**src/rtl/useq.sv**
```systemverilog
// Microcode sequencer: computes the next microcode ROM address from the control word,
// with a return stack, finisher register, WAIT/HALT handling and NMI/IRQ vectoring.
module useq #(
    parameter int unsigned AW       = 9,
    parameter int unsigned NIRQ     = 4,
    parameter int unsigned DEPTH    = 4,
    parameter int unsigned FIN_BASE = 'h140,
    parameter int unsigned VEC_BASE = 'h1E0,
    parameter int unsigned RST_VEC  = 'h1F0
) (
    input  logic            clk,
    input  logic            reset,
    input  logic            rdy,
    input  logic [7:0]      db,
    input  logic [2:0]      uc_seq,
    input  logic [AW-2:0]   uc_next,
    input  logic [4:0]      uc_fin,
    input  logic [NIRQ-1:0] irq,
    input  logic            i_flag,
    input  logic            nmi,
    output logic [AW-1:0]   uaddr,
    output logic            sync,
    output logic [NIRQ:0]   int_ack,
    output logic            halted,
    output logic            waiting,
    output logic            err
);

    localparam int unsigned SPW = $clog2(DEPTH + 1);
    localparam int unsigned IW  = (DEPTH > 1) ? $clog2(DEPTH) : 1;
    localparam int unsigned IDW = $clog2(NIRQ + 1);
    localparam int unsigned AKW = NIRQ + 1;

    typedef enum logic [2:0] {
        OP_FETCH     = 3'b000,
        OP_NEXT      = 3'b001,
        OP_FINISH    = 3'b010,
        OP_NEXT_SAVE = 3'b011,
        OP_CALL      = 3'b100,
        OP_RET       = 3'b101,
        OP_WAIT      = 3'b110,
        OP_HALT      = 3'b111
    } op_e;

    typedef enum logic [1:0] {
        S_RUN  = 2'd0,
        S_WAIT = 2'd1,
        S_HALT = 2'd2
    } state_e;

    state_e         state, state_nxt;
    logic [AW-1:0]  cur;
    logic [AW-1:0]  stk [DEPTH];
    logic [SPW-1:0] sp;
    logic [4:0]     fin;
    logic           nmi_q, take_nmi;

    op_e            op;
    logic           wake, empty, full, fetch_like, int_pend, take_ack;
    logic [IDW-1:0] id;
    logic [AW-1:0]  nxt_addr, top, jump;

    // Next-address selection, interrupt arbitration and next-state logic
    always_comb begin
        op         = op_e'(uc_seq);
        state_nxt  = state;
        id         = '0;
        int_pend   = take_nmi;
        empty      = (sp == '0);
        full       = (sp == SPW'(DEPTH));
        wake       = (|irq) | take_nmi;
        jump       = {1'b1, uc_next};
        top        = stk[IW'(sp - SPW'(1))];
        nxt_addr   = cur;

        if (state == S_HALT) begin
            op = OP_HALT;
        end else if (state == S_WAIT) begin
            op = OP_WAIT;
        end

        // Lowest-numbered irq wins; NMI pre-empts all of them
        if (!take_nmi && !i_flag) begin
            for (int k = NIRQ - 1; k >= 0; k--) begin
                if (irq[k]) begin
                    id       = IDW'(k + 1);
                    int_pend = 1'b1;
                end
            end
        end

        // An underflowing RET degrades to an instruction fetch
        fetch_like = (op == OP_FETCH) || ((op == OP_RET) && empty);

        case (op)
            OP_NEXT, OP_NEXT_SAVE, OP_CALL: nxt_addr = jump;
            OP_FINISH: nxt_addr = AW'(FIN_BASE + 32'(fin));
            OP_RET:    nxt_addr = top;
            OP_WAIT:   nxt_addr = wake ? jump : cur;
            default:   nxt_addr = cur;
        endcase
        if (fetch_like) begin
            nxt_addr = int_pend ? AW'(VEC_BASE + 32'(id)) : AW'(db);
        end

        take_ack = rdy & fetch_like & int_pend;

        if (rdy) begin
            case (op)
                OP_HALT: state_nxt = S_HALT;
                OP_WAIT: state_nxt = wake ? S_RUN : S_WAIT;
                default: state_nxt = S_RUN;
            endcase
        end
    end

    always_comb begin
        uaddr   = reset ? nxt_addr : AW'(RST_VEC);
        sync    = reset & fetch_like;
        int_ack = (reset && take_ack) ? (AKW'(1) << id) : '0;
        halted  = reset & (op == OP_HALT);
        waiting = reset & (op == OP_WAIT) & ~wake;
    end

    // NMI edge capture runs regardless of rdy; everything else advances only on rdy
    always_ff @(posedge clk or negedge reset) begin
        if (!reset) begin
            state    <= S_RUN;
            cur      <= AW'(RST_VEC);
            sp       <= '0;
            fin      <= '0;
            err      <= 1'b0;
            nmi_q    <= 1'b0;
            take_nmi <= 1'b0;
        end else begin
            nmi_q    <= nmi;
            take_nmi <= (nmi & ~nmi_q) | (take_nmi & ~take_ack);
            if (rdy) begin
                state <= state_nxt;
                cur   <= nxt_addr;
                if (op == OP_NEXT_SAVE) begin
                    fin <= uc_fin;
                end
                if (op == OP_CALL) begin
                    if (full) begin
                        err <= 1'b1;
                    end else begin
                        sp <= sp + SPW'(1);
                    end
                end
                if (op == OP_RET) begin
                    if (empty) begin
                        err <= 1'b1;
                    end else begin
                        sp <= sp - SPW'(1);
                    end
                end
            end
        end
    end

    // Stack storage needs no reset: the pointer defines which entries are valid
    always_ff @(posedge clk) begin
        if (reset && rdy && (op == OP_CALL) && !full) begin
            stk[IW'(sp)] <= cur + AW'(1);
        end
    end

endmodule

```
**config.mk**
```make
export PLATFORM = sky130hd
export DESIGN_NAME = useq
export DESIGN_NICKNAME = d
export VERILOG_FILES = /design/src/rtl/useq.sv
export SDC_FILE = /design/constraint.sdc
export NUM_CORES = 1
export LEC_CHECK = 0
export BUFFER_PORTS_ARGS = -buffer_cell sky130_fd_sc_hd__buf_2
export CORE_MARGIN = 1.5
export CORE_UTILIZATION = 55
export CTS_BUF_LIST = sky130_fd_sc_hd__clkbuf_4 sky130_fd_sc_hd__clkbuf_8
export DETAILED_ROUTE_END_ITERATION = 16
export PLACE_DENSITY = 0.83
export SLEW_MARGIN = 20
export SYNTH_ARGS = -nofsm -noshare
export SYNTH_HDL_FRONTEND = slang
export SYNTH_SLANG_ARGS = --single-unit
```
**constraint.sdc**
```tcl
create_clock -name clk -period 3.3 [get_ports clk]
set_clock_uncertainty 0.05 [all_clocks]
set_input_delay 0.33 -clock clk [delete_from_list [all_inputs] [get_ports clk]]
set_output_delay 0.33 -clock clk [all_outputs]
set_load 0.01 [all_outputs]
```
==> impl_results.md <==
- Clock root buffer: clkbuf_8
- First-pass GRT wire length: roughly 13000 µm
- Placement Rows: 27
- Kind of critical path: reg -> out
- Final weighted congestion of routability-driven global placement: roughly 0.94
- Relative area change from synthesis to final layout: 16.3%
- Post-DP HPWL: 5690 µm
- Highest attainable clock frequency: around 0.32 GHz
- Mean Syn Cell Area: 11.4 µm²
- Clock tree from TritonCTS: built
- Clock Sinks: between 50 and 60
- Total Die Area: 6430 µm²
- Number of global-route vias before repair: 2462
- Synth top cells by count: edfxtp_1 (36), nand2_1 (20), o21ai_0 (18), dfrtp_1 (17)
- Drt total wl: around 8000 µm
- Boundary Pins: a little over 50
- Drt drc: 0
- Period minus WS final: between 3 and 4 ns
- RSZ-0062 raised after global routing: no
- Reported max-cap violation count: 0
- Distinct cells, synth: 64
- Cell leakage power: 0.00151 µW
- Hold Crit Class: in -> reg
- Total global routing track utilization: 26.7%
- Number of hold-slack violations in the final timing report: 0
- Initial antenna violation count: 0
- Status: completed
- Dominant cell by count in the synthesized netlist: edfxtp_1
- Yosys reg bits: 58
- Die Height: 80.2 µm
- Initial standard-cell utilization of the core: 58.1%
- Initial drt markers: 414
- Largest net degree at the start of global routing: 24
- Bufs on Longest Clock Path: 2
- Met2 routed wirelength: 3710 µm
- H-tree depth: 3
- Via/cell ratio: 6.58
- Ys async rst share: 37.9%
- Routed metal-1 wirelength: 3320 µm
- Final Max Tran Viols: 0
- Clock input transition at the sequential cells of the worst setup and hold paths: 0.07 ns
- CP delay by family, top: simple AND/OR/NAND/NOR gates
- Pre-CTS WS: between 0.5 and 0.6 ns
- Max stage delay on crit path: 0.57 ns
- Yosys synthesis warning count: 0
- Die width: between 80 and 90 µm
- Cts bufs inserted: 9
- TNS Setup: 0 ns
- First drt pass iteration count: 6
- Syn nets: ~330
- Transition at the pin with the smallest max-transition slack: 0.831 ns
- Routed length on met3: 826 µm
- Uppermost layer routed: met4
- Number of vias after detailed routing: 2730
- Period Utilization, post-route: 93.9%
- Post-detailed-route wirelength per cell: 19.3 µm
- Ordered cell list for the critical path: inv_1, ha_1, nand4b_1, a211oi_4, and3_1, nand3b_1, nor3b_1, buf_2
- Type of destination of the critical path: output port
- Post-synth top flop: edfxtp_1
- Total Nets Final: 378
- Largest fanout on the critical path: 12
- Buffering stage count on the worst path with inverters included: 2
- Main area contributors after synthesis: edfxtp_1 (33%), dfrtp_1 (13%), mux4_2 (6.2%), dfstp_2 (4.0%), o21ai_0 (2.8%)
- Buffers inserted during post-CTS setup optimization: 0
- Later-pin clock latency in the skew report: 0.33 ns
- Biggest area consumer among synthesized cells: edfxtp_1
- Gate Count Post-Synth: 287
- Post-synth EDFFs: 36
- Number of diodes added for antenna fixing: 0
- Synthesized area: 3280 µm²
- Arrival time of data at the critical path endpoint: 2.72 ns
- Required time of the worst setup path: 2.92 ns
- Hold_ws: ~0.064 ns
- Launching element type of the critical path: flop
- Slew HR: 44.2%
- Core area: between 5000 and 6000 µm²
- Setup violators final: 0
- Post-DRT Antenna Nets: 0
- Slowest stage cell on the critical path: a211oi_4
- Grt total ovfl: 0
- Worst voltage drop across the vdd grid: 0.414 mV
- Fin worst setup slack: 0.202 ns
- Total power: around 2000 µW
- Area share of the largest cell type after synthesis: 33.0%
- Buffers added on ports: 50
- Layout cell share with drive strength beyond 1: 30.6%
- Pwr/cell area: 530 nW/µm²
- Part of the Yosys area used for sequential elements: 50.0%
layout make-up:
| cell class | instances | area (µm²) |
|---|---|---|
| repair buffers | 55 | 290 |
| clock inverters | 6 | 82.6 |
| well taps | 72 | 90.1 |
| inverters | 15 | 56.3 |
| flip-flops and latches | 58 | 1640 |
| clock buffers | 9 | 124 |
| fillers | 406 | 1830 |
| multi-input cells | 200 | 1530 |
report_power, final:
group / internal (µW) / switching, µW
Combinational: 184 / 216
Sequential: 862 / 58.9
Clock: 417 / 283
worst register-to-register path: cells and delay by family (launching register included):
kind	cells	cell delay, ns
xor gates and xnor gates	1	0.30
AOI/OAI and AO/OA	1	0.29
DFF	1	0.50
and+or+nand+nor	3	1.19
logic make-up after synthesis:
kind of cell               Yosys count  share of synthesized area (%)
and+or+nand+nor                     86                           14.1
xor gates and xnor gates            11                           3.17
AOI/OAI and AO/OA                   81                           18.3
adders and majority gates            7                           2.60
muxes                               15                           8.25
DFF                                 58                           50.0
buffers and inverters               29                           3.55
cell usage in the layout (no fill, tap or decap), types with 3 or more instances in the layout:
master / n
clkbuf_8: 9
nor3_1: 7
xnor2_1: 6
nor2b_1: 4
a222oi_1: 4
a221oi_1: 3
nor2_1: 15
nand2_1: 20
a21oi_1: 11
buf_2: 50
ha_1: 6
and3_1: 4
dfstp_2: 5
and2_1: 6
a31oi_1: 5
a32oi_1: 5
xor2_1: 4
nand2b_1: 4
nand3b_1: 3
edfxtp_1: 36
o21ai_0: 18
dfrtp_1: 17
a211o_1: 3
mux4_2: 9
nand3_1: 9
buf_4: 4
inv_1: 15
mux2_2: 6
registers in the layout (all words and copies together) (netlist names):
name	cells
state	2
nmi_q	1
cur	9
sp	3
err	1
take_nmi	1
stk	36
fin	5
path summary, 6_finish.rpt:
kind | slack [ns] | cells after the start | startpoint | endpoint
worst max-delay path | 0.20 | 8 | sp[1] | int_ack[3]
worst min-delay path | 0.06 | 1 | nmi | nmi_q
worst max register to register | 0.62 | 5 | state[0] | stk[1][8]
worst min register to register | 0.38 | 1 | nmi_q | take_nmi
max in group asynchronous | 2.21 | 3 | reset | cur[4]
min in group asynchronous | 0.39 | 2 | reset | sp[1]
per-layer routing:
metal | vias up | global-route usage, %
li1 | 1208 | -
met1 | 1314 | 37.5
met2 | 188 | 40.0
met3 | 20 | 7.39
met4 | 0 | 8.62
met5 | - | 0
per-stage QoR:
step | instances | area [µm²] | util [%]
after detailed placement | 399 | 3590 | 63.6
after CTS | 415 | 3800 | 67.4
final | 415 | 3810 | 67.5
after global placement | 399 | 3590 | 63.6
after global routing | 415 | 3810 | 67.5
after floorplan | 287 | 3280 | -
repair_timing:
item,CTS,global route
resized for setup,0,1
hold buffers,1,0
setup endpoints to repair,0,11
hold endpoints to repair,7,0
No activity file was read; power rests on OpenSTA's default activity.
